--- src/rtl/entropy_collector_if.sv ---
// Register bus shared with the ring-oscillator entropy source: chip select,
// write enable, 8-bit address, 16-bit write data and combinational read data.
interface entropy_collector_if;
    logic        cs;
    logic        we;
    logic [7:0]  addr;
    logic [15:0] dwrite;
    logic [15:0] dread;

    modport master (output cs, we, addr, dwrite, input dread);
    modport slave  (input cs, we, addr, dwrite, output dread);
endinterface

--- src/rtl/entropy_collector.sv ---
// Entropy collector: synchronise oscillator outputs, sample them, pack the bits
// into 16-bit words and buffer four words. ENTROPY_COLLECTOR_VN_EN adds von Neumann debiasing.
module entropy_collector #(
    parameter logic [15:0] SAMPLE_DIV = 16'd64
) (
    input  logic                       clk,
    input  logic                       nreset,
    input  logic [15:0]                p_in,
    input  logic [15:0]                n_in,
    entropy_collector_if.slave         bus,
    output logic                       word_avail,
    output logic [7:0]                 debug
);

    logic [15:0]       sync_q, raw_sync;
    logic              raw_bit, enable, tick;
    logic [15:0]       div_ctr;
    logic              rd_en, ctrl_wr, flush, disable_ev;
    logic              bit_vld, bit_val;
    logic [15:0]       shreg;
    logic [3:0]        bitcnt;
    logic              push, pop, wr_ok, full, empty;
    logic [15:0]       word;
    logic [3:0][15:0]  mem;
    logic [1:0]        wptr, rptr;
    logic [2:0]        cnt;
    logic [7:0]        ovf_cnt;
    logic              unused_wdata;

    assign unused_wdata = ^bus.dwrite[15:2];

    always_ff @(posedge clk or negedge nreset) begin
        if (!nreset) begin
            sync_q   <= '0;
            raw_sync <= '0;
        end else begin
            sync_q   <= p_in ^ n_in;
            raw_sync <= sync_q;
        end
    end

    assign raw_bit    = ^raw_sync;
    assign rd_en      = bus.cs & ~bus.we;
    assign ctrl_wr    = bus.cs & bus.we & (bus.addr == 8'h00);
    assign flush      = ctrl_wr & bus.dwrite[1];
    assign disable_ev = ctrl_wr & enable & ~bus.dwrite[0];
    assign tick       = enable & (div_ctr == SAMPLE_DIV - 16'd1);

    always_ff @(posedge clk or negedge nreset) begin
        if (!nreset) begin
            enable  <= 1'b0;
            div_ctr <= '0;
        end else begin
            if (ctrl_wr)
                enable <= bus.dwrite[0];
            if (!enable || tick)
                div_ctr <= '0;
            else
                div_ctr <= div_ctr + 16'd1;
        end
    end

`ifdef ENTROPY_COLLECTOR_VN_EN
    logic pend_vld, pend_bit;

    // First sample of a pair is held; an unequal pair emits its first sample.
    assign bit_vld = tick & pend_vld & (pend_bit != raw_bit);
    assign bit_val = pend_bit;

    always_ff @(posedge clk or negedge nreset) begin
        if (!nreset) begin
            pend_vld <= 1'b0;
            pend_bit <= 1'b0;
        end else if (flush || disable_ev) begin
            pend_vld <= 1'b0;
        end else if (tick) begin
            pend_vld <= ~pend_vld;
            if (!pend_vld)
                pend_bit <= raw_bit;
        end
    end
`else
    assign bit_vld = tick;
    assign bit_val = raw_bit;
`endif

    assign word = {shreg[14:0], bit_val};
    assign push = bit_vld & (bitcnt == 4'd15);

    always_ff @(posedge clk or negedge nreset) begin
        if (!nreset) begin
            shreg  <= '0;
            bitcnt <= '0;
        end else if (flush) begin
            shreg  <= '0;
            bitcnt <= '0;
        end else begin
            if (bit_vld) begin
                shreg  <= word;
                bitcnt <= bitcnt + 4'd1;
            end
            if (disable_ev)
                bitcnt <= '0;
        end
    end

    assign full       = (cnt == 3'd4);
    assign empty      = (cnt == 3'd0);
    assign pop        = rd_en & (bus.addr == 8'h11) & ~empty;
    // A simultaneous pop frees the slot, so a push into a full FIFO still lands.
    assign wr_ok      = push & (~full | pop);
    assign word_avail = ~empty;

    always_ff @(posedge clk or negedge nreset) begin
        if (!nreset) begin
            mem     <= '0;
            wptr    <= '0;
            rptr    <= '0;
            cnt     <= '0;
            ovf_cnt <= '0;
            debug   <= '0;
        end else if (flush) begin
            wptr    <= '0;
            rptr    <= '0;
            cnt     <= '0;
            ovf_cnt <= '0;
        end else begin
            if (wr_ok) begin
                mem[wptr] <= word;
                wptr      <= wptr + 2'd1;
                debug     <= word[7:0];
            end else if (push && ovf_cnt != 8'hFF) begin
                ovf_cnt <= ovf_cnt + 8'd1;
            end
            if (pop)
                rptr <= rptr + 2'd1;
            cnt <= cnt + {2'b0, wr_ok} - {2'b0, pop};
        end
    end

    always_comb begin
        bus.dread = '0;
        if (rd_en) begin
            case (bus.addr)
                8'h10:   bus.dread = {ovf_cnt, 3'b0, cnt, full, empty};
                8'h11:   bus.dread = empty ? 16'h0000 : mem[rptr];
                8'h12:   bus.dread = raw_sync;
                8'h13:   bus.dread = {15'b0, enable};
                default: bus.dread = '0;
            endcase
        end
    end

endmodule

--- src/flat_wrapper.sv ---
// flat-port wrapper written by rule: the top's interface ports become plain ports
module entropy_collector_flat 
#(
    parameter logic [15:0] SAMPLE_DIV = 16'd64
)
  (clk, nreset, p_in, n_in, word_avail, debug, bus_cs, bus_we, bus_addr, bus_dwrite, bus_dread);
  entropy_collector_if bus_i ();
  input  logic clk;
  input  logic nreset;
  input  logic [15:0] p_in;
  input  logic [15:0] n_in;
  output logic word_avail;
  output logic [7:0] debug;
  input wire logic [$bits(bus_i.cs)-1:0] bus_cs;
  input wire logic [$bits(bus_i.we)-1:0] bus_we;
  input wire logic [$bits(bus_i.addr)-1:0] bus_addr;
  input wire logic [$bits(bus_i.dwrite)-1:0] bus_dwrite;
  output wire logic [$bits(bus_i.dread)-1:0] bus_dread;
  assign bus_i.cs = bus_cs;
  assign bus_i.we = bus_we;
  assign bus_i.addr = bus_addr;
  assign bus_i.dwrite = bus_dwrite;
  assign bus_dread = bus_i.dread;
  entropy_collector #(.SAMPLE_DIV(SAMPLE_DIV)) u_core (.clk(clk), .nreset(nreset), .p_in(p_in), .n_in(n_in), .bus(bus_i), .word_avail(word_avail), .debug(debug));
endmodule
--- config.mk ---
export PLATFORM = sky130hd
export DESIGN_NAME = entropy_collector_flat
export DESIGN_NICKNAME = d
export VERILOG_FILES = /design/src/rtl/entropy_collector_if.sv /design/src/rtl/entropy_collector.sv /design/src/flat_wrapper.sv
export SDC_FILE = /design/constraint.sdc
export NUM_CORES = 1
export LEC_CHECK = 0
export CAP_MARGIN = 10
export CORE_MARGIN = 4
export CORE_UTILIZATION = 46
export CTS_CLUSTER_SIZE = 8
export DETAILED_ROUTE_END_ITERATION = 10
export HOLD_SLACK_MARGIN = 0.02
export PLACE_DENSITY_LB_ADDON = 0.05
export SETUP_SLACK_MARGIN = 0.15
export SKIP_CTS_REPAIR_TIMING = 1
export SLEW_MARGIN = 20
export SYNTH_ARGS = -nofsm -noshare
export SYNTH_HDL_FRONTEND = slang
export SYNTH_SLANG_ARGS = --single-unit
--- constraint.sdc ---
create_clock -name clk -period 3.7 [get_ports clk]
set_input_delay 0.74 -clock clk [delete_from_list [all_inputs] [get_ports clk]]
set_output_delay 0.74 -clock clk [all_outputs]
set_load 0.01 [all_outputs]
## Word-level counts from Yosys, hierarchy flattened

Cells that the tools add are included.

- Reduce and logical (&&, ||, !) cells: 14
- Add/sub/neg operators: 7
- Muxes and demuxes: 22
- Magnitude comparators: 3
- Eq/ne operators: 9
- Bitwise gates (word level): 18

Operator list:

| kind | count |
|---|---|
| 16-bit 2-to-1 mux | 5 |
| 64-bit bitwise mux | 1 |
| 16-bit one-hot mux with 4 select lines | 1 |
| 16-bit binary-select mux with 2-bit select | 1 |
| 16-bit demux with 2-bit select | 1 |
| 8-bit by 5-bit == test with 1-bit output (second input constant) | 4 |
| 15-bit 2-to-1 mux | 2 |
| 8-bit 2-to-1 mux | 3 |
| 16-bit by 1-bit adder with 16-bit output (second input constant) | 1 |
| 16-bit by 6-bit == test with 1-bit output (second input constant) | 1 |
| 16-bit XOR reduction | 1 |
| 16-bit bitwise XOR | 1 |
| 4-bit 2-to-1 mux | 3 |
| 1-bit bitwise AND | 11 |
| 8-bit by 1-bit adder with 8-bit output (second input constant) | 1 |
| 8-bit logical NOT | 1 |
| 2-bit 2-to-1 mux | 4 |
| 8-bit != test (second input constant) | 1 |
| 2-bit nonzero test | 4 |
| 2-bit by 3-bit < comparator with 1-bit output (second input constant) | 2 |
| 1-bit NOT | 5 |
| 2-bit by 1-bit adder with 2-bit output (second input constant) | 2 |
| 4-bit by 1-bit adder with 4-bit output (second input constant) | 1 |
| 4-bit == test (second input constant) | 1 |
| other kinds (13) | 15 |

- Logic and storage cells: 88
- Output and inout port bits: 25
- Input bits: 60
- Register bits after elaboration: 155

## Depth between registers and ports, before layout

Gate-level depths: netlist of run 1.

- Word-level depth: 9
- Depth in mapped cells: 13

## Least setup slack after synthesis of run 1

OpenSTA, ideal clock, no wires.

- Kind: input to output
- Start: in bus_addr[5]
- End: out bus_dread[10]
- Buffers on the path: 2
- Data arrival time: 2.362 ns
- Stages: 7
- Slack: 0.598 ns
- Required time: 2.960 ns
- Cells stage by stage: or4_1 nor2_1 and4b_1 clkbuf_1 buf_2 a22oi_1 a21oi_1

- Longest elaborated chain between the ends: 3
- Elaborated cells between the ends (all ways): 6
- Classes of those cells: eq/ne (4); mux (2)

RTL lines:

| element | RTL line | RTL |
|---|---|---|
| from (decl) | flat_wrapper.sv:16 | `input wire logic [$bits(bus_i.addr)-1:0] bus_addr;` |
| 8-bit by 5-bit == test with 1-bit output | entropy_collector.sv:144 | `case (bus.addr)` |
| 16-bit one-hot mux with 4 select lines * | entropy_collector.sv:144 |  |
| 16-bit 2-to-1 mux * | entropy_collector.sv:143 | `if (rd_en) begin` |
| to (decl) | flat_wrapper.sv:18 | `output wire logic [$bits(bus_i.dread)-1:0] bus_dread;` |

Mark *: on every way between the ends. The rest lies on a longest branch, timed or not.

## Worst setup path in the final report of run 1

- Start: in bus_addr[5]
- End: out bus_dread[2]

The elaborated chain is that of the path after synthesis.

==> results.md, run 1 <==
- Commonest non-fill, non-tap cells in the layout: sky130_fd_sc_hd__dfrtp_1 (155), sky130_fd_sc_hd__clkdlybuf4s50_1 (53), sky130_fd_sc_hd__nor2_1 (49)
- Total Die Area: 17,500 µm²
- Average cell area after synthesis: 13.0 µm²
- Leakage Power: 4.07 nW
- DRC viols: 0
- Antenna diode instance count: 0
- Category of the worst setup path capture point: output pin
- Width of the die: 132 µm
- Period utilization: 93.9%
- Worst Setup Slack post-DPL: -0.266 ns
- Metal2 WL: 7.83 mm
- Final nets: 708
- Detailed-router iteration count before antenna repair: 4
- Placeable Area: 15,200 µm²
- Met3 WL post-DR: 550 µm
- Number of enable-type register cells in the synthesized netlist: 0
- Hold Slack: 0.291 ns
- GPL Wtd Cong: 0.756
- Worst Reg2Reg Path Length in Cells: 12
- Total track usage: 19.0%
- Max Slew Vio Count: 0
- Portion of netlist area occupied by mux cells: 18.8%
- Combined area of the multi-input logic cells: 3110 µm²
- Starting density of the core: 46.9%
- # IOs: 85
- Accumulated negative setup slack: 0 ns
- Worst Clk Skew: 0.00944 ns
- Max-slew headroom: 57.2%
- Number of global-route vias before repair: 4,768
- XOR/XNOR Fraction of Synth Area: 6.27%
- Area taken by flip-flops and latches: 3880 µm²
- Maximum number of buffers from clock root to sink: 2
- Cell type with the highest aggregate area in the netlist: sky130_fd_sc_hd__dfrtp_1
- Launching element type of the critical path: input pin
- Maximum number of pins on one net before global-route repair: 62
- Most frequent standard cell in the layout excluding fill and tap cells: sky130_fd_sc_hd__dfrtp_1
- Mean number of vias per cell: 5.43
- Fraction of registers with async set/reset: 100%
- Level count of the clock H-tree: 4
- Distinct cells, synth: 50
- Predominant post-synthesis flop cell: sky130_fd_sc_hd__dfrtp_1
- Max IR drop VDD: 0.000322 V
- Arrival time worst endpoint: 2.73 ns
- First-pass GRT wire length: 26.0 mm
- Fraction of the mapped netlist area in compound gates: 4.48%
- Power density over the cells: 429 nW/µm²
- Final critical-path required period: 3.47 ns
- Post-detailed-route count of antenna-violating nets: 0
- Initial antenna violation count: 0
- Area fraction of the dominant cell type after synthesis: 54.4%
- Max_cap viols: 0
- Class of the most critical setup path: input pin to output pin
- Wirelength per Cell: 18.7 µm
- Outcome: finished, final reports clean
- Post-synthesis instance total: 549
- Net count of the mapped netlist: 619
- Clock tree from TritonCTS: built
- Total number of clock tree sinks: 155
- Warning count from the yosys run: 0
- Max Clk Rate: 0.288 GHz
- Worst flop-to-flop path endpoint: u_core.cnt[2]
- Vias: 4,557
- Worst Setup Slack, final: 0.227 ns
- M1 wire length: 7.14 mm
- Cell types occupying the most area after synthesis: sky130_fd_sc_hd__dfrtp_1 (54%), sky130_fd_sc_hd__mux2_2 (6.2%), sky130_fd_sc_hd__mux2_1 (5.2%)
- Pwr Total: 3.76 mW
- Share of layout cells above drive strength 1: 20.7%
- Main combinational cell family by area after synthesis: multiplexers
- Number of fill cells: 1,261
- Clock network latency to the later pin of the worst-skew pair: 0.42 ns
- Highest metal layer used by the detailed router: met4
- Sequential cell area fraction in the yosys report: 54.4%
- I/O Buffers: 70
- Clock-pin slew reported for the worst setup and hold paths after clock tree synthesis: 0.06 ns
- Path category of the worst min-delay check: input pin to async pin
- Post-synthesis sequential element count: 155
- Synth Cell Area: 7130 µm²
- Iter 0 DRT Violations: 228
- Detail Placement HPWL: 10.9 mm
- Final wirelength: 15.7 mm
- Critical R2R Launch: u_core.cnt[1]
- Vert. Die Dim: 132 µm
- TritonCTS Buffers: 17
- Adder-cell share of the synthesized area: 1.86%
- Setup slack, reg-to-reg: 0.79 ns
- Gr ovfl total: 0
- CP Data Required Time: 2.96 ns
- Area delta synth->final: 22.9%
- Number of hold violations in the final report: 0
- Setup-failing EPs final: 0
- Pin slew with the least headroom to its limit: 0.638 ns
- Floorplan row count: 45
- Root cell of the clock tree: sky130_fd_sc_hd__clkbuf_16
- Post-synthesis share of cell area spent on and, or, nand and nor gates: 12.0%
- Setup repair after global routing missed its margin: false
- Crit path max fanout: 15
[kinds of logic (layout without fill, tap and decap cells)]
family                   count (synthesis)  count (layout)
XOR/XNOR                                51              51
AO/OA/AOI/OAI                           51              51
buffers and inverters                   33             135
AND/OR/NAND/NOR                        144             144
adder cells (fa/ha/maj)                 10              10
flip-flops                             155             155
multiplexers                           105             105
[stage by stage]
stage / instance area, µm² / utilization (%) / instances
after floorplan: 7130 / - / 549
after CTS: 8750 / 57.5 / 839
after detailed placement: 8170 / 53.8 / 807
after global routing: 8760 / 57.6 / 839
after global placement: 8170 / 53.8 / 807
final: 8760 / 57.6 / 839
[synthesized netlist by cell type, types with 2 or more instances]
library cell               count
sky130_fd_sc_hd__and2_1        3
sky130_fd_sc_hd__dfrtp_1     155
sky130_fd_sc_hd__nand2_1      19
sky130_fd_sc_hd__and4_1        3
sky130_fd_sc_hd__xor2_1       27
sky130_fd_sc_hd__or4_1         2
sky130_fd_sc_hd__a22oi_1      15
sky130_fd_sc_hd__nand4_1       4
sky130_fd_sc_hd__nor2_1       50
sky130_fd_sc_hd__or3_1         8
sky130_fd_sc_hd__clkbuf_1      9
sky130_fd_sc_hd__and3_1        7
sky130_fd_sc_hd__mux2i_1      17
sky130_fd_sc_hd__nand4_4       5
sky130_fd_sc_hd__nand3_1      18
sky130_fd_sc_hd__o21ai_0       9
sky130_fd_sc_hd__nor2b_1       2
sky130_fd_sc_hd__xnor2_1      24
sky130_fd_sc_hd__mux4_2       16
sky130_fd_sc_hd__ha_1          9
sky130_fd_sc_hd__a21oi_1      21
sky130_fd_sc_hd__buf_4         5
sky130_fd_sc_hd__and4b_1       2
sky130_fd_sc_hd__mux2_1       33
sky130_fd_sc_hd__mux2_2       39
sky130_fd_sc_hd__nor3_1        3
sky130_fd_sc_hd__inv_1        10
sky130_fd_sc_hd__nor4_1        4
sky130_fd_sc_hd__buf_2         8
sky130_fd_sc_hd__nor4_2        2
[area by class of cell]
class / instances / share of cell area [%]
tap: 188 / 2.68
clock inverter: 13 / 1.50
multi-input combinational: 361 / 35.5
clock buffer: 19 / 5.06
sequential: 155 / 44.3
inverter: 10 / 0.428
timing repair buffer: 93 / 10.6
[critical path: stages]
cell and delay, ns:
sky130_fd_sc_hd__clkdlybuf4s50_1 0.43, sky130_fd_sc_hd__or4_4 0.58, sky130_fd_sc_hd__nor2_2 0.11, sky130_fd_sc_hd__and4b_1 0.25
sky130_fd_sc_hd__buf_12 0.15, sky130_fd_sc_hd__a22oi_1 0.09, sky130_fd_sc_hd__a21oi_1 0.21, sky130_fd_sc_hd__clkbuf_2 0.17
[how the worst max path moves through the flow]
stage,cells past startpoint,slack [ns],endpoint,start
after floorplan,7,0.60,bus_dread[10],bus_addr[5]
after global routing,8,0.15,bus_dread[2],bus_addr[5]
final,8,0.23,bus_dread[2],bus_addr[5]
after CTS,8,-0.28,bus_dread[2],bus_addr[5]
after detailed placement,8,-0.27,bus_dread[2],bus_addr[5]
after global placement,8,-0.25,bus_dread[3],bus_addr[5]
[state kept, by name (all words and copies together) (netlist names)]
name,count
u_core.wptr,2
u_core.ovf_cnt,8
u_core.debug,8
u_core.cnt,3
u_core.raw_sync,16
u_core.bitcnt,4
u_core.sync_q,16
u_core.shreg,15
u_core.div_ctr,16
u_core.rptr,2
u_core.enable,1
u_core.mem,64
[routing by layer]
| metal | vias up | track usage [%] |
|---|---|---|
| met5 | - | 0 |
| met4 | 0 | 5.83 |
| met3 | 11 | 3.99 |
| met2 | 67 | 30.3 |
| met1 | 2336 | 26.4 |
| li1 | 2143 | - |
[power by group]
part	total, mW	internal (mW)	switching, mW
Combinational	0.284	0.134	0.151
Clock	1.68	0.963	0.719
Sequential	1.79	1.75	0.0457
Power figures use the tool's default switching activity.
==> run 2, diff against run 1 <==
- CORE_MARGIN: 4 -> not set
==> results.md, run 2 (synthesis gave the netlist of run 1 again) <==
- Outcome: finished, final reports clean
- Final nets: 710
- Share of layout cells above drive strength 1: 20.4%
- Arrival time worst endpoint: 2.78 ns
- Commonest non-fill, non-tap cells in the layout: sky130_fd_sc_hd__dfrtp_1 (155), sky130_fd_sc_hd__clkdlybuf4s50_1 (53), sky130_fd_sc_hd__nor2_1 (49)
- First-pass GRT wire length: 25.2 mm
- Max-slew headroom: 47.5%
- Clock-pin slew reported for the worst setup and hold paths after clock tree synthesis: 0.06 ns
- Floorplan row count: 45
- Busiest layer in global routing: met2
- Iter 0 DRT Violations: 276
- Final critical-path required period: 3.52 ns
- Register containing the most flip-flops in the final layout: u_core.mem
- DRC viols: 0
- Total Die Area: 16,000 µm²
- Setup repair after global routing missed its margin: true
- Power density over the cells: 426 nW/µm²
- Level count of the clock H-tree: 4
- Crit path max fanout: 12
- Cell depth of the worst hold path: 0
- Root cell of the clock tree: sky130_fd_sc_hd__clkbuf_16
- Final design utilization: 57.9%
- Sequence of cells on the critical path: clkdlybuf4s50_1, or4_4, nor4_4, and2_4, buf_12, nand2_1, a21oi_1, dlymetal6s2s_1
- Worst Hold Launch: u_core.sync_q[2]
- Non-filler cells in the finished layout: 840
- Class of the most critical setup path: input pin to output pin
- Critical R2R Launch: u_core.cnt[1]
- Maximum number of buffers from clock root to sink: 2
- Depth of the critical timing path with buffers and inverters included: 8
- Most frequent standard cell in the layout excluding fill and tap cells: sky130_fd_sc_hd__dfrtp_1
- TritonCTS Buffers: 17
- Total number of clock tree sinks: 155
- Vert. Die Dim: 126 µm
- Width of the die: 126 µm
- Pin slew with the least headroom to its limit: 0.788 ns
- Met3 layer usage reported by global route: 4.22%
- GR met2 Demand/Resource: 32.9%
- Launching element type of the critical path: input pin
- Max Slew Vio Count: 0
- Detail Placement HPWL: 10.6 mm
- Mean number of vias per cell: 5.40
- Period utilization: 95.1%
- Initial antenna violation count: 0
- GR met1 Demand/Resource: 29.2%
- Placeable Area: 15,100 µm²
- Worst setup path start: bus_addr[5]
- Path category of the worst min-delay check: flip-flop to flip-flop
- CP max stage delay: 0.57 ns
- Starting density of the core: 47.1%
- Top cell family by delay on the critical path: simple AND/OR/NAND/NOR gates
- Area delta synth->final: 23.1%
- Maximum number of pins on one net before global-route repair: 86
- Number of fill cells: 1,218
- Setup-failing EPs final: 0
- Detailed-router iteration count before antenna repair: 5
- Worst Clk Skew: 0.0154 ns
- Clock network latency to the later pin of the worst-skew pair: 0.42 ns
- Total track usage: 20.7%
- Final wirelength: 15.4 mm
- Max IR drop VDD: 0.000351 V
- # IOs: 85
- Master of the slowest instance on the critical path: sky130_fd_sc_hd__or4_4
- Vias: 4,534
- Clock tree from TritonCTS: built
- Max Clk Rate: 0.284 GHz
- Cell total after placement: 808
- Category of the worst setup path capture point: output pin
- Leakage Power: 4.12 nW
- Antenna diode instance count: 0
- I/O Buffers: 70
- Number of global-route vias before repair: 4,604
- CP Data Required Time: 2.96 ns
- Gr ovfl total: 0
- Max_cap viols: 0
- Bufs and invs on worst path: 3
- Worst Reg2Reg Path Length in Cells: 12
- GPL Wtd Cong: 0.833
- Largest register FFs: 64
- Number of hold violations in the final report: 0
- Wirelength per Cell: 18.3 µm
- Post-detailed-route count of antenna-violating nets: 0
run 2: worst reg2reg max path: stages (launching register included):
cell	delay [ns]
sky130_fd_sc_hd__dfrtp_1	0.49
sky130_fd_sc_hd__or3_2	0.50
sky130_fd_sc_hd__and3_1	0.19
sky130_fd_sc_hd__buf_12	0.16
sky130_fd_sc_hd__and2_1	0.19
sky130_fd_sc_hd__ha_1	0.29
sky130_fd_sc_hd__inv_1	0.05
sky130_fd_sc_hd__ha_1	0.12
sky130_fd_sc_hd__inv_1	0.04
sky130_fd_sc_hd__fa_1	0.37
sky130_fd_sc_hd__xor2_1	0.16
sky130_fd_sc_hd__xnor2_1	0.14
sky130_fd_sc_hd__nor2_1	0.05
run 2: worst paths after layout:
check,slack [ns],endpoint
max,0.18,bus_dread[13]
min,0.35,u_core.raw_sync[2]
max reg2reg,0.82,u_core.cnt[2]
min reg2reg,0.35,u_core.raw_sync[2]
max in group asynchronous,2.41,u_core.mem[58]
min in group asynchronous,0.38,u_core.div_ctr[6]
run 2: where the power goes:
group          internal [mW]  switching (mW)  total [mW]
combinational          0.132           0.151       0.284
clock                  0.938           0.724        1.66
sequential              1.75          0.0466        1.79
run 2: layout make-up:
cell class / instances / area [µm²] / area share [%]
clock buffers: 17 / 425 / 4.85
clock inverters: 14 / 140 / 1.60
inverters: 10 / 37.5 / 0.428
multi-input cells: 361 / 3100 / 35.4
flip-flops and latches: 155 / 3880 / 44.2
well taps: 188 / 235 / 2.68
repair buffers: 95 / 952 / 10.9
run 2: metrics by stage:
| stage | setup TNS (ns) | hold WS [ns] | power, mW | cell area, µm² | setup WS (ns) |
|---|---|---|---|---|---|
| 2_1_floorplan | 0 | 0.331 | 1.95 | 7130 | 0.598 |
| 3_3_place_gp | -2.25 | 0.334 | 2.11 | 8170 | -0.189 |
| 3_5_place_dp | -2.73 | 0.336 | 2.12 | 8170 | -0.221 |
| 4_1_cts | -2.81 | 0.351 | 3.79 | 8730 | -0.222 |
| 5_1_grt | 0 | 0.359 | 3.89 | 8770 | 0.0737 |
| 6_report | 0 | 0.348 | 3.74 | 8770 | 0.183 |
run 2: routing by layer:
layer	wire (µm)	up-vias	part of all wire, %
met5	0	-	0
met4	136	0	0.88
met3	426	13	2.8
met2	7450	65	48
met1	7360	2303	48
li1	-	2153	-
